## src/rtl/regfile_wr_arbiter_if.sv

```systemverilog
// ============================================================================
// regfile_wr_arbiter_if : requester handshakes and RF write-port bundle
// Rev 1.0
// ============================================================================
`default_nettype none

interface regfile_wr_arbiter_if #(
    parameter int AW = 5,
    parameter int DW = 32,
    parameter int CW = 16
);
    logic          v0;
    logic [AW-1:0] a0;
    logic [DW-1:0] d0;
    logic          r0;
    logic          v1;
    logic [AW-1:0] a1;
    logic [DW-1:0] d1;
    logic          r1;
    logic          rf_we;
    logic [AW-1:0] rf_wn;
    logic [DW-1:0] rf_d;
    logic [CW-1:0] wr_cnt;

    modport master (
        output v0, a0, d0, v1, a1, d1,
        input  r0, r1, rf_we, rf_wn, rf_d, wr_cnt
    );

    modport slave (
        input  v0, a0, d0, v1, a1, d1,
        output r0, r1, rf_we, rf_wn, rf_d, wr_cnt
    );
endinterface

`default_nettype wire

```

## src/rtl/regfile_wr_arbiter.sv

```systemverilog
// ============================================================================
// regfile_wr_arbiter : round-robin arbiter for the single RF write port, with
// same-address ordering and optional write bypass (RFARB_BYPASS_EN). Rev 1.0
// ============================================================================
`default_nettype none

module regfile_wr_arbiter #(
    parameter int AW = 5,
    parameter int DW = 32,
    parameter int CW = 16
) (
    input  wire logic            clk_i,
    input  wire logic            rst_ni,
    input  wire logic            flush_i,
    regfile_wr_arbiter_if.slave  bus
`ifdef RFARB_BYPASS_EN
    ,
    input  wire logic [AW-1:0]   byp_rn_i,
    output logic                 byp_hit_o,
    output logic [DW-1:0]        byp_d_o
`endif
);

    typedef enum logic [0:0] {
        ST_NORMAL = 1'b0,
        ST_COLL   = 1'b1
    } state_t;

    state_t        state_q, state_d;
    logic          prio_q, prio_d;
    logic          we_q, we_d;
    logic [AW-1:0] wn_q, wn_d;
    logic [DW-1:0] wd_q, wd_d;
    logic [CW-1:0] cnt_q, cnt_d;

    logic          w_run;
    logic          w_same;
    logic          w_gnt0;
    logic          w_gnt1;

    assign w_run  = rst_ni & ~flush_i;
    assign w_same = (bus.a0 == bus.a1);

    always_comb begin
        w_gnt0  = 1'b0;
        w_gnt1  = 1'b0;
        prio_d  = prio_q;
        state_d = state_q;
        if (w_run) begin
            state_d = ST_NORMAL;
            // Second half of a same-address pair: the younger Req0 value lands last.
            if (state_q == ST_COLL && bus.v0) begin
                w_gnt0 = 1'b1;
            end else if (bus.v0 && bus.v1) begin
                if (w_same) begin
                    w_gnt1  = 1'b1;
                    state_d = ST_COLL;
                end else if (prio_q) begin
                    w_gnt1 = 1'b1;
                    prio_d = 1'b0;
                end else begin
                    w_gnt0 = 1'b1;
                    prio_d = 1'b1;
                end
            end else if (bus.v0) begin
                w_gnt0 = 1'b1;
            end else if (bus.v1) begin
                w_gnt1 = 1'b1;
            end
        end
    end

    always_comb begin
        we_d  = 1'b0;
        wn_d  = wn_q;
        wd_d  = wd_q;
        if (w_gnt1) begin
            wn_d = bus.a1;
            wd_d = bus.d1;
            we_d = (bus.a1 != '0);
        end else if (w_gnt0) begin
            wn_d = bus.a0;
            wd_d = bus.d0;
            we_d = (bus.a0 != '0);
        end
        // Counted together with staging so the count includes the pulse on show.
        cnt_d = cnt_q + {{(CW-1){1'b0}}, we_d};
    end

    always_ff @(posedge clk_i or negedge rst_ni) begin
        if (!rst_ni) begin
            state_q <= ST_NORMAL;
            prio_q  <= 1'b0;
            we_q    <= 1'b0;
            wn_q    <= '0;
            wd_q    <= '0;
            cnt_q   <= '0;
        end else begin
            state_q <= state_d;
            prio_q  <= prio_d;
            we_q    <= we_d;
            wn_q    <= wn_d;
            wd_q    <= wd_d;
            cnt_q   <= cnt_d;
        end
    end

    assign bus.r0     = w_gnt0;
    assign bus.r1     = w_gnt1;
    assign bus.rf_we  = we_q;
    assign bus.rf_wn  = wn_q;
    assign bus.rf_d   = wd_q;
    assign bus.wr_cnt = cnt_q;

`ifdef RFARB_BYPASS_EN
    assign byp_hit_o = we_q & (wn_q == byp_rn_i) & (byp_rn_i != '0);
    assign byp_d_o   = byp_hit_o ? wd_q : '0;
`endif

endmodule

`default_nettype wire

```

## src/flat_wrapper.sv

```systemverilog
// flat-port wrapper written by rule: the top's interface ports become plain ports
module regfile_wr_arbiter_flat 
#(
    parameter int AW = 5,
    parameter int DW = 32,
    parameter int CW = 16
)
  (clk_i, rst_ni, flush_i, bus_v0, bus_a0, bus_d0, bus_v1, bus_a1, bus_d1, bus_r0, bus_r1, bus_rf_we, bus_rf_wn, bus_rf_d, bus_wr_cnt);
  regfile_wr_arbiter_if #(.AW(AW), .DW(DW), .CW(CW)) bus_i ();
  input  wire logic clk_i;
  input  wire logic rst_ni;
  input  wire logic flush_i;
  input wire logic [$bits(bus_i.v0)-1:0] bus_v0;
  input wire logic [$bits(bus_i.a0)-1:0] bus_a0;
  input wire logic [$bits(bus_i.d0)-1:0] bus_d0;
  input wire logic [$bits(bus_i.v1)-1:0] bus_v1;
  input wire logic [$bits(bus_i.a1)-1:0] bus_a1;
  input wire logic [$bits(bus_i.d1)-1:0] bus_d1;
  output wire logic [$bits(bus_i.r0)-1:0] bus_r0;
  output wire logic [$bits(bus_i.r1)-1:0] bus_r1;
  output wire logic [$bits(bus_i.rf_we)-1:0] bus_rf_we;
  output wire logic [$bits(bus_i.rf_wn)-1:0] bus_rf_wn;
  output wire logic [$bits(bus_i.rf_d)-1:0] bus_rf_d;
  output wire logic [$bits(bus_i.wr_cnt)-1:0] bus_wr_cnt;
  assign bus_i.v0 = bus_v0;
  assign bus_i.a0 = bus_a0;
  assign bus_i.d0 = bus_d0;
  assign bus_i.v1 = bus_v1;
  assign bus_i.a1 = bus_a1;
  assign bus_i.d1 = bus_d1;
  assign bus_r0 = bus_i.r0;
  assign bus_r1 = bus_i.r1;
  assign bus_rf_we = bus_i.rf_we;
  assign bus_rf_wn = bus_i.rf_wn;
  assign bus_rf_d = bus_i.rf_d;
  assign bus_wr_cnt = bus_i.wr_cnt;
  regfile_wr_arbiter #(.AW(AW), .DW(DW), .CW(CW)) u_core (.clk_i(clk_i), .rst_ni(rst_ni), .flush_i(flush_i), .bus(bus_i));
endmodule
```

## config.mk

```make
export PLATFORM = sky130hd
export DESIGN_NAME = regfile_wr_arbiter_flat
export DESIGN_NICKNAME = d
export VERILOG_FILES = /design/src/rtl/regfile_wr_arbiter_if.sv /design/src/rtl/regfile_wr_arbiter.sv /design/src/flat_wrapper.sv
export SDC_FILE = /design/constraint.sdc
export NUM_CORES = 1
export LEC_CHECK = 0
export CAP_MARGIN = 20
export CORE_UTILIZATION = 49
export DETAILED_ROUTE_END_ITERATION = 16
export PLACE_DENSITY = 0.87
export SETUP_SLACK_MARGIN = 0.02
export SYNTH_ARGS = -nofsm -noshare
export SYNTH_HDL_FRONTEND = slang
export SYNTH_SLANG_ARGS = --single-unit
```

## constraint.sdc

```tcl
create_clock -name clk_i -period 5.17 [get_ports clk_i]
set_clock_uncertainty 0.15 [all_clocks]
set_input_delay 1.034 -clock clk_i [delete_from_list [all_inputs] [get_ports clk_i]]
set_output_delay 1.034 -clock clk_i [all_outputs]
set_load 0.1 [all_outputs]
```

Word-level counts from Yosys, hierarchy flattened:

Index checks and enable logic that the tools add are counted.

* register bits: 56
* input bits: 79
* output and inout bits: 56
* logic and storage cells: 40

* add/sub/neg operators: 1
* eq/ne operators: 1
* muxes and demuxes: 22
* bitwise gates (word level): 4
* reductions and logical operators: 6

Operators by type and width (count)
* $mux 32: 2
* $mux 1: 18
* $add 16x1->16: 1
* $mux 5: 2
* $reduce_bool 5->1: 2
* $eq 5x5->1: 1
* $reduce_and 4->1: 1
* $not 1->1: 3
* $logic_and 1x1->1: 2
* $reduce_bool 2->1: 1
* $and 1x1->1: 1

Logic depth before layout (Yosys ltp):

Gate-level depths: netlist of run 1.

* depth in word-level cells: 8
* gate-level depth with buffers: 11
* gate-level depth less buffers: 9

Worst setup path after synthesis of run 1:

No wires, ideal clock.

* path type: in2out
* from: in flush_i
* to: out bus_r0
* arrival: 3.030 ns
* data required time: 3.986 ns
* setup slack: 0.956 ns
* stages on the path: 5
* buffers on the path: 2
* cells stage by stage: and2b_1 -> o211ai_2 -> buf_2 -> buf_1 -> nor2_1

* word-level cells in the longest chain between the ends: 3

RTL lines
* start: declaration: line flat_wrapper.sv:12 `input wire logic flush_i;`
* $not 1->1: line regfile_wr_arbiter.sv:41 `assign w_run = rst_ni & ~flush_i;`
* $and 1x1->1: line regfile_wr_arbiter.sv:41
* $mux 1: line regfile_wr_arbiter.sv:49 `if (w_run) begin`
* end: declaration: line flat_wrapper.sv:19 `output wire logic [$bits(bus_i.r0)-1:0] bus_r0;`

Every way passes these cells.

Final worst setup path of run 1:

* from: in bus_a1[1]
* to: out bus_r1

* word-level cells in the longest chain between the ends: 5

RTL lines
* start: declaration: line flat_wrapper.sv:17 `input wire logic [$bits(bus_i.a1)-1:0] bus_a1;`
* $eq 5x5->1: line regfile_wr_arbiter.sv:42 `assign w_same = (bus.a0 == bus.a1);`
* $mux 1: line regfile_wr_arbiter.sv:55 `if (w_same) begin`
* $mux 1: line regfile_wr_arbiter.sv:54 `end else if (bus.v0 && bus.v1) begin`
* $mux 1: line regfile_wr_arbiter.sv:52 `if (state_q == ST_COLL && bus.v0) begin`
* $mux 1: line regfile_wr_arbiter.sv:49
* end: declaration: line flat_wrapper.sv:20 `output wire logic [$bits(bus_i.r1)-1:0] bus_r1;`

Every way passes these cells.

==> flow_metrics.py, run 1 <==
metrics = {
    "power_and_ir_drop": {
        "power_density_nw_per_um2": 580,
        "total_leakage_power_nw": 1.99,
        "peakVddDrop_uv": 481,
        "total_power_w": 0.00302,
    },
    "sta": {
        "rsz0062_at_grt": "no",
        "finalCriticalPeriod_ns": 4.83,
        "fin_tns_setup_ns": 0,
        "max_slew_margin_pct": 28.0,
        "max_freq_mhz": 207,
        "hold_violations": 0,
        "final-max-slew-violation-count": 0,
        "setup_violations": 0,
        "worst_pin_slew_ns": 1.08,
        "finalCritPeriodShare_pct": 93.4,
    },
    "yosys": {
        "synth_warnings": 0,
        "synth_area_leaders": "dfrtp_1 37%, a2111oi_0 8.1%, a22oi_1 7.0%",
        "synth_cells": 405,
        "netlist_area_um2": 3760,
        "mappedNetlistNets": 486,
        "ys_seq_area_share_pct": 37.2,
        "ys_ff_latch": 56,
        "syn_area_per_cell_um2": 9.29,
        "yosysTopAreaCell": "dfrtp_1",
        "yosysUniqueCellTypes": 38,
        "synth_top_area_share_pct": 37.2,
    },
    "clocking": {
        "clkLatencyLatePin_ns": 0.33,
        "cts_made_buffers": 5,
        "numClockSinks": 56,
        "cts_tree": "done",
        "postCtsHoldBufs": 0,
        "cts_setup_buffers": 0,
        "cts-root-buf": "clkbuf_8",
        "h-tree-depth": 2,
        "cts.clk_slew.worst_paths_ns": 0.12,
        "ctsResizeCount": 0,
        "clockBufferDepth": 2,
    },
    "detailed_routing": {
        "first_pass_iters": 6,
        "via_count": 3997,
        "postRouteAntennaNets": 0,
        "wl_per_cell_um": 20.3,
        "viasPerCell": 6.60,
        "wirelength_um": 12300,
        "drc_errors": 0,
        "drtIter0Drc": 308,
    },
    "worst_hold_path": {
        "hold_path_class": "register to register",
    },
    "floorplanning": {
        "rows": 31,
        "start_util_pct": 51.3,
        "ioPinCount": 135,
        "die-area_um2": 8030,
        "die_width_um": 89.6,
        "die_y_um": 89.6,
        "core_um2": 7330,
    },
    "final_layout": {
        "fin_nets": 587,
        "n_antenna_cell": 0,
        "fillerInstances": 534,
        "fin_area_um2": 5220,
        "layout-drive-gt1-share_pct": 10.5,
        "syn_to_final_growth_pct": 38.6,
    },
    "global_routing": {
        "grt_antenna_before_repair": 0,
        "grt_max_degree": 57,
        "first_global_vias": 3843,
        "grt_pass1_wl_um": 18900,
        "grt_usage_pct": 30.6,
        "gr-total-overflow": 0,
    },
    "worst_setup_path": {
        "end_kind": "output pin",
        "cp_max_fo": 38,
        "critPathBufInv": 3,
        "cp_top_family": "buffers and inverters",
        "worstPathArrival_ns": 3.65,
        "slowest_stage": "a21oi_4",
        "timing_worst_setup_path_type": "input pin to output pin",
        "required_ns": 3.99,
        "cp-start-kind": "input pin",
        "slowest_delay_ns": 0.88,
        "crit_chain": "clkdlybuf4s50_1, xnor2_1, a21oi_4, or3_1, inv_2, buf_12",
    },
    "placement": {
        "port_buffers": 134,
        "dpl_cell_area_um2": 5120,
        "place_hpwl_um": 7700,
        "gp_congestion": 0.886,
    },
    "run_status": {
        "status": "finished clean",
    },
    "run": {
        "maxCapViolCount": 0,
    },
}
==> cell usage in the layout, fill, tap and decap left out, types with 2 or more instances in the layout <==
cell	count
o211ai_1	17
dfrtp_1	56
inv_1	41
a2111oi_0	35
clkbuf_8	5
o211ai_2	20
buf_12	2
xor2_1	6
ha_1	2
nand2_1	5
nand3_1	9
or3_1	2
xnor2_1	14
a41oi_1	2
or4_1	2
nand4_1	2
and3_1	2
a22oi_1	35
nor4_1	38
inv_2	2
nor2_1	8
a31oi_1	35
nor3_1	4
clkdlybuf4s50_1	131
buf_4	12
==> registers in the layout (all words and copies together) (netlist names) <==
name and count:
u_core.bus.rf_we 1, u_core.state_q 1, u_core.bus.rf_d 32, u_core.bus.wr_cnt 16, u_core.prio_q 1, u_core.bus.rf_wn 5
==> routing by layer <==
layer  global-route usage, %  part of all wire, %
met5                       0                    0
met1                    39.9                   40
met3                    7.40                   10
met2                    50.4                   48
met4                    9.52                  1.6
==> where the power goes <==
part	leakage [nW]	total, W	switching, W	internal (W)
Clock	0.0463	0.000269	0.000169	0.000100
Sequential	0.665	0.000739	0.000145	0.000594
Combinational	1.28	0.00202	0.00152	0.000497
Total	1.99	0.00302	0.00183	0.00119
==> path summary, 6_finish.rpt <==
check | startpoint | endpoint | slack, ns | cells past startpoint
worst max register to register | u_core.prio_q | u_core.bus.wr_cnt[12] | 1.63 | 9
min in group asynchronous | rst_ni | u_core.bus.wr_cnt[10] | 0.74 | 2
worst min register to register | u_core.bus.wr_cnt[15] | u_core.bus.wr_cnt[15] | 0.34 | 1
worst min-delay path | u_core.bus.wr_cnt[15] | u_core.bus.wr_cnt[15] | 0.34 | 1
worst max-delay path | bus_a1[1] | bus_r1 | 0.34 | 6
max in group asynchronous | rst_ni | u_core.bus.rf_d[28] | 3.64 | 2
==> stage by stage <==
stage | hold slack [ns] | utilization [%] | setup slack (ns) | instances
6_report | 0.344 | 71.1 | 0.340 | 606
4_1_cts | 0.342 | 71.1 | 0.374 | 606
2_1_floorplan | 0.308 | - | 0.956 | 405
5_1_grt | 0.365 | 71.1 | 0.172 | 606
3_3_place_gp | 0.316 | 69.8 | 0.439 | 598
3_5_place_dp | 0.322 | 69.8 | 0.371 | 598
==> area by class of cell <==
class / instances / area, um2 / share of cell area (%)
Multi-Input combinational cell: 254 / 1990 / 38.1
Timing Repair Buffer: 146 / 1450 / 27.7
Sequential cell: 56 / 1400 / 26.9
Inverter: 43 / 161 / 3.10
Tap cell: 99 / 124 / 2.38
Clock buffer: 5 / 68.8 / 1.32
Clock inverter: 3 / 27.5 / 0.528
==> kinds of logic (layout without fill, tap and decap cells) <==
| logic type | after synthesis | in the layout | synth area share [%] |
|---|---|---|---|
| xor+xnor | 22 | 22 | 5.12 |
| fa+ha+maj | 2 | 2 | 0.665 |
| buf+inv | 95 | 197 | 11.7 |
| simple gates | 77 | 77 | 11.8 |
| flops | 56 | 56 | 37.2 |
| compound gates | 153 | 153 | 33.4 |
==> synthesized netlist by cell type <==
master / number
o211ai_2: 21
or3_1: 2
nor2_1: 8
buf_6: 5
ha_1: 2
nor4_1: 38
o31ai_1: 1
and3_1: 2
a211o_2: 1
a22oi_1: 35
clkbuf_1: 17
inv_2: 2
a211oi_1: 1
nand3_1: 10
o21ai_1: 1
o32ai_1: 1
xor2_1: 8
o211ai_1: 17
and2b_1: 1
a31oi_1: 36
nand4_1: 2
a21oi_1: 1
or4_1: 2
nand2_1: 5
nand2b_4: 1
and4_1: 1
xnor2_1: 14
nor3_1: 4
a41oi_1: 2
dfrtp_1: 56
inv_1: 41
buf_1: 2
o211a_1: 1
buf_2: 23
clkbuf_4: 1
buf_4: 4
nand2b_1: 1
a2111oi_0: 35
(Power assumes the default switching activity.)
==> run 2: changes to the inputs <==
- CTS_CLUSTER_SIZE: not set -> 16
- GPL_TIMING_DRIVEN: not set -> 0
==> flow_metrics.py, run 2 (synthesis gave the netlist of run 1 again) <==
metrics = {
    "floorplanning": {
        "die_width_um": 89.6,
        "die-area_um2": 8030,
        "rows": 31,
        "start_util_pct": 51.3,
        "core_um2": 7330,
        "die_y_um": 89.6,
        "ioPinCount": 135,
    },
    "detailed_routing": {
        "wirelength_um": 12600,
        "drtIter0Drc": 341,
        "drc_errors": 0,
        "first_pass_iters": 5,
        "wl_per_cell_um": 19.5,
        "via_count": 4177,
        "viasPerCell": 6.46,
        "postRouteAntennaNets": 0,
    },
    "clocking": {
        "postCtsHoldBufs": 0,
        "cts_setup_buffers": 0,
        "cts_made_buffers": 5,
        "cts_tree": "done",
        "numClockSinks": 56,
        "cts.clk_slew.worst_paths_ns": 0.10,
        "cts-root-buf": "clkbuf_8",
        "ctsResizeCount": 1,
        "clkLatencyLatePin_ns": 0.33,
        "clockBufferDepth": 2,
        "h-tree-depth": 2,
    },
    "sta": {
        "hold_slack_ns": 0.354,
        "max_freq_mhz": 206,
        "finalCritPeriodShare_pct": 94.1,
        "hold_violations": 0,
        "rsz0062_at_grt": "no",
        "finalCriticalPeriod_ns": 4.87,
        "setup_violations": 0,
        "max_slew_margin_pct": 32.2,
        "worst_pin_slew_ns": 1.01,
        "final-max-slew-violation-count": 0,
    },
    "final_layout": {
        "layout_commonest_cell": "clkdlybuf4s50_1",
        "final_util_pct": 73.7,
        "fin_nets": 628,
        "mostFrequentLayoutCells": "131 x clkdlybuf4s50_1, 56 x dfrtp_1, 41 x inv_1",
        "fin_area_um2": 5400,
        "layout-drive-gt1-share_pct": 12.4,
        "syn_to_final_growth_pct": 43.6,
        "largest_register_ffs": 32,
        "n_antenna_cell": 0,
    },
    "placement": {
        "port_buffers": 134,
        "place_hpwl_um": 8850,
        "dpl_cell_area_um2": 5240,
        "gp_congestion": 0.899,
    },
    "power_and_ir_drop": {
        "p_switching_w": 0.00182,
        "power_density_nw_per_um2": 587,
        "peakVddDrop_uv": 450,
        "total_leakage_power_nw": 2.15,
        "p_comb_share_pct": 64.1,
        "intPower_w": 0.00135,
        "p_clk_share_pct": 12.6,
        "sw_frac_of_total_pct": 57.5,
        "seq_power_share_pct": 23.3,
    },
    "worst_setup_path": {
        "required_ns": 3.99,
        "timing_worst_setup_path_type": "input pin to output pin",
        "cp-start-kind": "input pin",
        "worstPathArrival_ns": 3.68,
        "end_kind": "output pin",
        "cp_max_fo": 27,
    },
    "run": {
        "maxCapViolCount": 0,
    },
    "global_routing": {
        "grt_usage_pct": 31.0,
        "gr-total-overflow": 0,
        "grt_pass1_wl_um": 19100,
        "grt_max_degree": 32,
        "grt_antenna_before_repair": 0,
        "first_global_vias": 3996,
    },
    "worst_hold_path": {
        "hold_path_class": "register to register",
    },
    "run_status": {
        "status": "finished clean",
    },
}
-- run 2: critical path, cell delays in order --
cell and delay [ns]:
buf_2 0.50, and2b_1 0.31, nand3_1 0.12, or3_1 0.44, clkbuf_1 0.29, inv_2 0.10, dlygate4sd2_1 0.86
-- run 2: final cells by class --
type	count	area [um2]
Multi-Input combinational cell	254	1920
Buffer	52	280
Clock inverter	3	90.1
Sequential cell	56	1400
Fill cell	537	1930
Timing Repair Buffer	135	1360
Tap cell	99	124
Clock buffer	5	68.8
Inverter	43	161
-- run 2: final timing paths --
check / from / end / slack, ns / cells after the start
max in group asynchronous: rst_ni / u_core.bus.rf_d[11] / 3.72 / 2
max: rst_ni / bus_r1 / 0.30 / 7
min in group asynchronous: rst_ni / u_core.bus.wr_cnt[12] / 0.57 / 1
min: u_core.bus.wr_cnt[15] / u_core.bus.wr_cnt[15] / 0.35 / 1
min reg2reg: u_core.bus.wr_cnt[15] / u_core.bus.wr_cnt[15] / 0.35 / 1
max reg2reg: u_core.state_q / u_core.bus.wr_cnt[14] / 2.09 / 10
-- run 2: power by group through the flow --
stage	sequential, W	clock (W)	combinational, W
after global placement	0.000733	0	0.00200
final	0.000740	0.000399	0.00203
after floorplan	0.00183	0	0.000401
after global routing	0.000757	0.000407	0.00211
after CTS	0.000735	0.000396	0.00202
after detailed placement	0.000741	0	0.00202
-- run 2: routing by layer --
metal | vias to the layer above | wire, um | global-route usage, %
li1 | 1869 | - | -
met1 | 1969 | 4920 | 37.7
met2 | 285 | 5900 | 51.4
met3 | 54 | 1260 | 7.40
met4 | 0 | 534 | 15.9
met5 | - | 0 | 0
-- run 2: stage by stage --
stage,std cells,total power [W],setup slack [ns],setup TNS [ns]
2_1_floorplan,405,0.00223,0.956,0
3_3_place_gp,638,0.00273,-1.81,-15.14
3_5_place_dp,639,0.00276,0.0223,0
4_1_cts,647,0.00315,0.167,0
5_1_grt,647,0.00327,0.137,0
6_report,647,0.00317,0.304,0
